[src/rtl/mlp_seq_ctrl.sv]
// Layer sequencer for a fully-connected MLP: per layer it clears the accumulators,
// streams input activations and weight rows, drains the read pipe, then writes results.
module mlp_seq_ctrl #(
    parameter int NUM_LAYERS = 5,
    parameter int DIM_W      = 10,
    parameter logic [DIM_W*(NUM_LAYERS+1)-1:0] LAYER_DIMS =
        {10'd10, 10'd16, 10'd32, 10'd32, 10'd64, 10'd784},
    parameter int RD_LAT     = 1,
    parameter int Y_STRIDE   = 4,
    parameter int Y_ADDR_W   = 32
) (
    input  logic                clk,
    input  logic                rst_n,
    input  logic                start_i,
    input  logic                stall_i,
    output logic                done_intr_o,
    output logic                done_led_o,
    output logic                busy_o,
    output logic                src_en_o,
    output logic [1:0]          src_sel_o,
    output logic [DIM_W-1:0]    src_addr_o,
    output logic                w_en_o,
    output logic [2:0]          w_layer_o,
    output logic [DIM_W-1:0]    w_addr_o,
    output logic                acc_clr_o,
    output logic                acc_en_o,
    output logic [DIM_W-1:0]    acc_sel_o,
    output logic                relu_o,
    output logic                dst_wr_en_o,
    output logic [1:0]          dst_sel_o,
    output logic [DIM_W-1:0]    dst_addr_o,
    output logic                y_buf_en,
    output logic                y_buf_wr_en,
    output logic [Y_ADDR_W-1:0] y_buf_addr
);

    typedef enum logic [2:0] {S_IDLE, S_CLR, S_LOAD, S_DRAIN, S_WB, S_DONE} state_t;

    state_t             state_q, state_d;
    logic [2:0]         l_q;
    logic [DIM_W-1:0]   k_q, j_q;
    logic [2:0]         drain_q;
    logic               done_led_q;
    logic [RD_LAT-1:0]  acc_pipe_q;

    // Dimension table padded to 9 entries so a 3-bit layer index plus one never leaves it.
    logic [DIM_W-1:0] dim_tab [9];
    for (genvar gi = 0; gi < 9; gi++) begin : g_dim
        if (gi <= NUM_LAYERS) begin : g_val
            assign dim_tab[gi] = LAYER_DIMS[gi*DIM_W +: DIM_W];
        end else begin : g_pad
            assign dim_tab[gi] = '0;
        end
    end

    logic [3:0]       l_idx, l_nxt_idx;
    logic [DIM_W-1:0] in_dim, out_dim;
    logic             last_layer, load_last, drain_last, wb_last;

    assign l_idx      = {1'b0, l_q};
    assign l_nxt_idx  = l_idx + 4'd1;
    assign in_dim     = dim_tab[l_idx];
    assign out_dim    = dim_tab[l_nxt_idx];
    assign last_layer = (l_q == 3'(NUM_LAYERS - 1));
    assign load_last  = !stall_i && (k_q == in_dim - DIM_W'(1));
    assign drain_last = (drain_q == 3'(RD_LAT - 1));
    assign wb_last    = !stall_i && (j_q == out_dim - DIM_W'(1));

    always_ff @(posedge clk or negedge rst_n) begin
        if (!rst_n) state_q <= S_IDLE;
        else        state_q <= state_d;
    end

    always_comb begin
        state_d = state_q;
        case (state_q)
            S_IDLE:  if (start_i)    state_d = S_CLR;
            S_CLR:                   state_d = S_LOAD;
            S_LOAD:  if (load_last)  state_d = S_DRAIN;
            S_DRAIN: if (drain_last) state_d = S_WB;
            S_WB:    if (wb_last)    state_d = last_layer ? S_DONE : S_CLR;
            S_DONE:                  state_d = S_IDLE;
            default:                 state_d = S_IDLE;
        endcase
    end

    // Layer/input/output counters and the sticky completion flag.
    always_ff @(posedge clk or negedge rst_n) begin
        if (!rst_n) begin
            l_q        <= '0;
            k_q        <= '0;
            j_q        <= '0;
            drain_q    <= '0;
            done_led_q <= 1'b0;
        end else begin
            case (state_q)
                S_IDLE: if (start_i) begin
                    l_q        <= '0;
                    done_led_q <= 1'b0;
                end
                S_CLR: begin
                    k_q     <= '0;
                    j_q     <= '0;
                    drain_q <= '0;
                end
                S_LOAD:  if (!stall_i) k_q <= k_q + DIM_W'(1);
                S_DRAIN: drain_q <= drain_q + 3'd1;
                S_WB: if (!stall_i) begin
                    j_q <= j_q + DIM_W'(1);
                    if (wb_last && !last_layer) l_q <= l_q + 3'd1;
                end
                S_DONE:  done_led_q <= 1'b1;
                default: ;
            endcase
        end
    end

    // Accumulate strobe tracks each issued read through the buffer latency.
    always_ff @(posedge clk or negedge rst_n) begin
        if (!rst_n) begin
            acc_pipe_q <= '0;
        end else begin
            acc_pipe_q[0] <= (state_q == S_LOAD) && !stall_i;
            for (int i = 1; i < RD_LAT; i++) acc_pipe_q[i] <= acc_pipe_q[i-1];
        end
    end

    always_comb begin
        busy_o      = (state_q != S_IDLE);
        done_intr_o = (state_q == S_DONE);
        done_led_o  = done_led_q || (state_q == S_DONE);
        src_en_o    = (state_q == S_LOAD) && !stall_i;
        w_en_o      = src_en_o;
        src_addr_o  = (state_q == S_LOAD) ? k_q : '0;
        w_addr_o    = src_addr_o;
        w_layer_o   = busy_o ? l_q : 3'd0;
        src_sel_o   = 2'd0;
        if (busy_o && l_q != 3'd0) src_sel_o = l_q[0] ? 2'd1 : 2'd2;
        acc_clr_o   = (state_q == S_CLR);
        acc_en_o    = acc_pipe_q[RD_LAT-1];
        acc_sel_o   = (state_q == S_WB) ? j_q : '0;
        dst_addr_o  = acc_sel_o;
        relu_o      = busy_o && !last_layer;
        dst_wr_en_o = (state_q == S_WB) && !stall_i;
        dst_sel_o   = 2'd0;
        if (busy_o) dst_sel_o = last_layer ? 2'd2 : {1'b0, l_q[0]};
        y_buf_en    = dst_wr_en_o && last_layer;
        y_buf_wr_en = y_buf_en;
        y_buf_addr  = '0;
        if (state_q == S_WB && last_layer)
            y_buf_addr = Y_ADDR_W'(j_q) * Y_ADDR_W'(Y_STRIDE);
    end

endmodule

[config.mk]
export PLATFORM = sky130hd
export DESIGN_NAME = mlp_seq_ctrl
export DESIGN_NICKNAME = d
export VERILOG_FILES = /design/src/rtl/mlp_seq_ctrl.sv
export SDC_FILE = /design/constraint.sdc
export NUM_CORES = 1
export LEC_CHECK = 0
export CORE_MARGIN = 3
export CORE_UTILIZATION = 49
export DETAILED_ROUTE_END_ITERATION = 8
export PLACE_DENSITY = 0.83
export SETUP_SLACK_MARGIN = 0.4
export SKIP_LAST_GASP = 1
export SYNTH_ARGS = -nofsm -noshare
export SYNTH_HDL_FRONTEND = slang
export SYNTH_SLANG_ARGS = --single-unit
[constraint.sdc]
create_clock -name clk -period 7.1 [get_ports clk]
set_clock_uncertainty 0.15 [all_clocks]
set_input_delay 1.42 -clock clk [delete_from_list [all_inputs] [get_ports clk]]
set_output_delay 1.42 -clock clk [all_outputs]
set_load 0.01 [all_outputs]
==> impl_results.md <==
* Status: complete, no violations
* Cell Count Post-Placement at 423
* Detailed-route wire length at 6439 um
* Gpl congestion at 0.8685
* TritonCTS buffer count at 5
* Worst Hold Class: reg -> reg
* Resized Gates After CTS at 0
* Critical Path AT at 3.16 ns
* Seq pwr share at 36.7%
* Final Util at 65.22%
* Total number of vias at 2,290
* Hpwl dp at 4862 um
* DRC at 0
* Power Density at 232.6 nW/um^2
* Max Freq at 211.6 MHz
* Switching Fraction at 39.94%
* Synth top area share at 29.67%
* Crit path capture: w_en_o
* Most frequent cells in the layout: clkdlybuf4s50_1 (71), nor2_1 (33), nand2_1 (31), dfrtp_1 (31), and3_1 (23)
* Largest net degree at the start of global routing at 32
* Top cells by area, synth: dfrtp_1 (30%), buf_4 (13%), xor2_1 (6.4%)
* FF-to-FF End: l_q[1]
* Root buf cell: clkbuf_8
* Share of cells above drive strength 1 at 5.769%
* Post-route ant nets at 0
* Clk slew on worst S/H paths at 0.06 ns
* Switch Pwr at 0.2994 mW
* GRT Total Usage at 20.73%
* Slew Limit Headroom at 39.16%
* Placeable Area at 4942 sq um
* Power consumption at 0.7496 mW
* Num rows at 25
* # fillers at 428
* First-pass GRT wire length at 10,410 um
* Final Non-Filler Cells at 431
* H-tree levels at 2
* Initial Util at 52.91%
* Unrepaired setup endpoints after global routing: false
* Combinational power share at 39.3%
* Yosys reg bits at 31
* Worst Path Required at 5.53 ns
* Wire per inst at 14.94 um
* Setup slack, reg-to-reg at 3.76 ns
* Postcts setup bufs at 0
* EDFF count, synth at 0
* Clock Latency Late Sink at 0.28 ns
* Initial antenna violation count at 0
* Die Span Y at 79.06 um
* Area of the mapped netlist at 2615 sq um
* Layout Nets at 377
* Die footprint at 6250 sq um
* Ys async rst share at 100.0%
* Tmin final at 4.726 ns
* Diodes inserted at 0
* GR Overflow Total at 0
* Least-Margin Pin Slew at 0.9107 ns
* Final Hold Vio Count at 0
* Fin crit share at 66.56%
* CTS tree: done
* Number of global-route vias before repair at 2,149
* First-iteration detailed-routing DRC count at 117
* Hold-fix buffers, CTS at 0
* Pins Over Slew Limit at 0
* Commonest non-fill, non-tap cell in the layout: clkdlybuf4s50_1
* Yosys top cell by area: dfrtp_1
* Crit end category: output pin
* Worst setup SP type: primary input
* Synth Flop Type: dfrtp_1
* Port bufs at 71
* WS Path Type: in -> out
* Seq/Total Area, Yosys at 29.67%
* Num ports at 94
* Die W at 79.06 um
* Area grow syn2layout at 23.25%
* Syn_area_per_cell at 8.121 sq um
* Max Root-Sink Buffers at 2
* Internal at 0.4502 mW
* VDD IR max at 0.0001996 V
* Reg2reg path depth at 12
* Synth Instances at 322
* Clock Sinks at 31
* Crit path from: stall_i
* Synth warn at 0
* Total negative setup slack at 0 ns
* CP max FO at 11
* Setup violators final at 0
* Unique masters post-synth at 49
* Clock power frac at 24.0%
* First-pass DRT Iterations at 4
* Drt via density at 5.313
* Pleak at 1.480 nW
* Max-Cap Viols at 0
* Reg2Reg Launch Point: l_q[1]
-- how the worst min path moves through the flow --
stage               start    endpoint  slack [ns]  depth (start not counted)
2_1_floorplan  drain_q[1]  drain_q[1]        0.33                          2
3_3_place_gp   drain_q[1]  drain_q[1]        0.34                          2
3_5_place_dp   drain_q[1]  drain_q[1]        0.36                          2
4_1_cts        drain_q[1]  drain_q[1]        0.38                          2
5_1_grt        drain_q[1]  drain_q[1]        0.45                          2
6_report       drain_q[1]  drain_q[1]        0.38                          2
-- Yosys cell counts (4+ instances only) --
library cell,number
clkbuf_1,12
dfrtp_1,31
and2_1,16
nand4_1,7
xor2_1,19
nor2_1,33
ha_1,10
and3_1,23
nand2b_1,4
nor2b_1,4
nor3_1,5
o21ai_0,14
nand3_1,7
nand2_1,31
buf_4,44
a21oi_1,5
inv_1,11
-- final cells by class --
class / instances / area (sq um) / area share (%)
Tap cell: 67 / 83.83 / 2.601
Inverter: 11 / 41.29 / 1.281
Multi-Input combinational cell: 242 / 1486 / 46.12
Clock buffer: 6 / 82.58 / 2.562
Clock inverter: 2 / 35.03 / 1.087
Timing Repair Buffer: 72 / 718.2 / 22.28
Sequential cell: 31 / 775.7 / 24.07
-- critical path: stages --
cell,delay [ns]
clkdlybuf4s50_1,0.53
nor2b_1,0.54
clkdlybuf4s50_1,0.66
-- sequential cells by signal, summed over array words and instances (netlist names) --
name        cells
l_q             3
k_q            10
state_q         3
done_led_q      1
j_q            10
acc_en_o        1
drain_q         3
-- power groups by stage --
stage,clock network [mW],registers [mW],logic [mW]
2_1_floorplan,0,0.251,0.214
3_3_place_gp,0,0.273,0.284
3_5_place_dp,0,0.277,0.293
4_1_cts,0.182,0.274,0.296
5_1_grt,0.189,0.284,0.327
6_report,0.180,0.275,0.294
-- per-stage QoR --
stage	hold WS [ns]	cell area, sq um	worst slack (ns)
2_1_floorplan	0.3253	2694	3.687
3_3_place_gp	0.3440	3105	2.433
3_5_place_dp	0.3602	3105	2.383
4_1_cts	0.3784	3223	2.382
5_1_grt	0.4523	3223	2.235
6_report	0.3763	3223	2.374
-- layer usage --
| layer | track usage, % | vias to the layer above | routed length [um] |
|---|---|---|---|
| li1 | - | 1099 | - |
| met1 | 26.60 | 1125 | 2773 |
| met2 | 35.94 | 58 | 3328 |
| met3 | 3.288 | 8 | 261 |
| met4 | 6.014 | 0 | 76 |
| met5 | 0 | - | 0 |
-- logic make-up (layout without fill, tap and decap cells) --
logic type	Yosys count	in the layout	synth area share [%]
fa+ha+maj	10	10	4.785
simple gates	146	146	29.47
xor+xnor	21	21	7.034
flops	31	31	29.66
other cells	1	22	0.1434
buf+inv	70	91	16.51
mux	3	3	1.387
compound gates	40	40	11.01
Note: power is estimated with default switching activity, not from simulation.
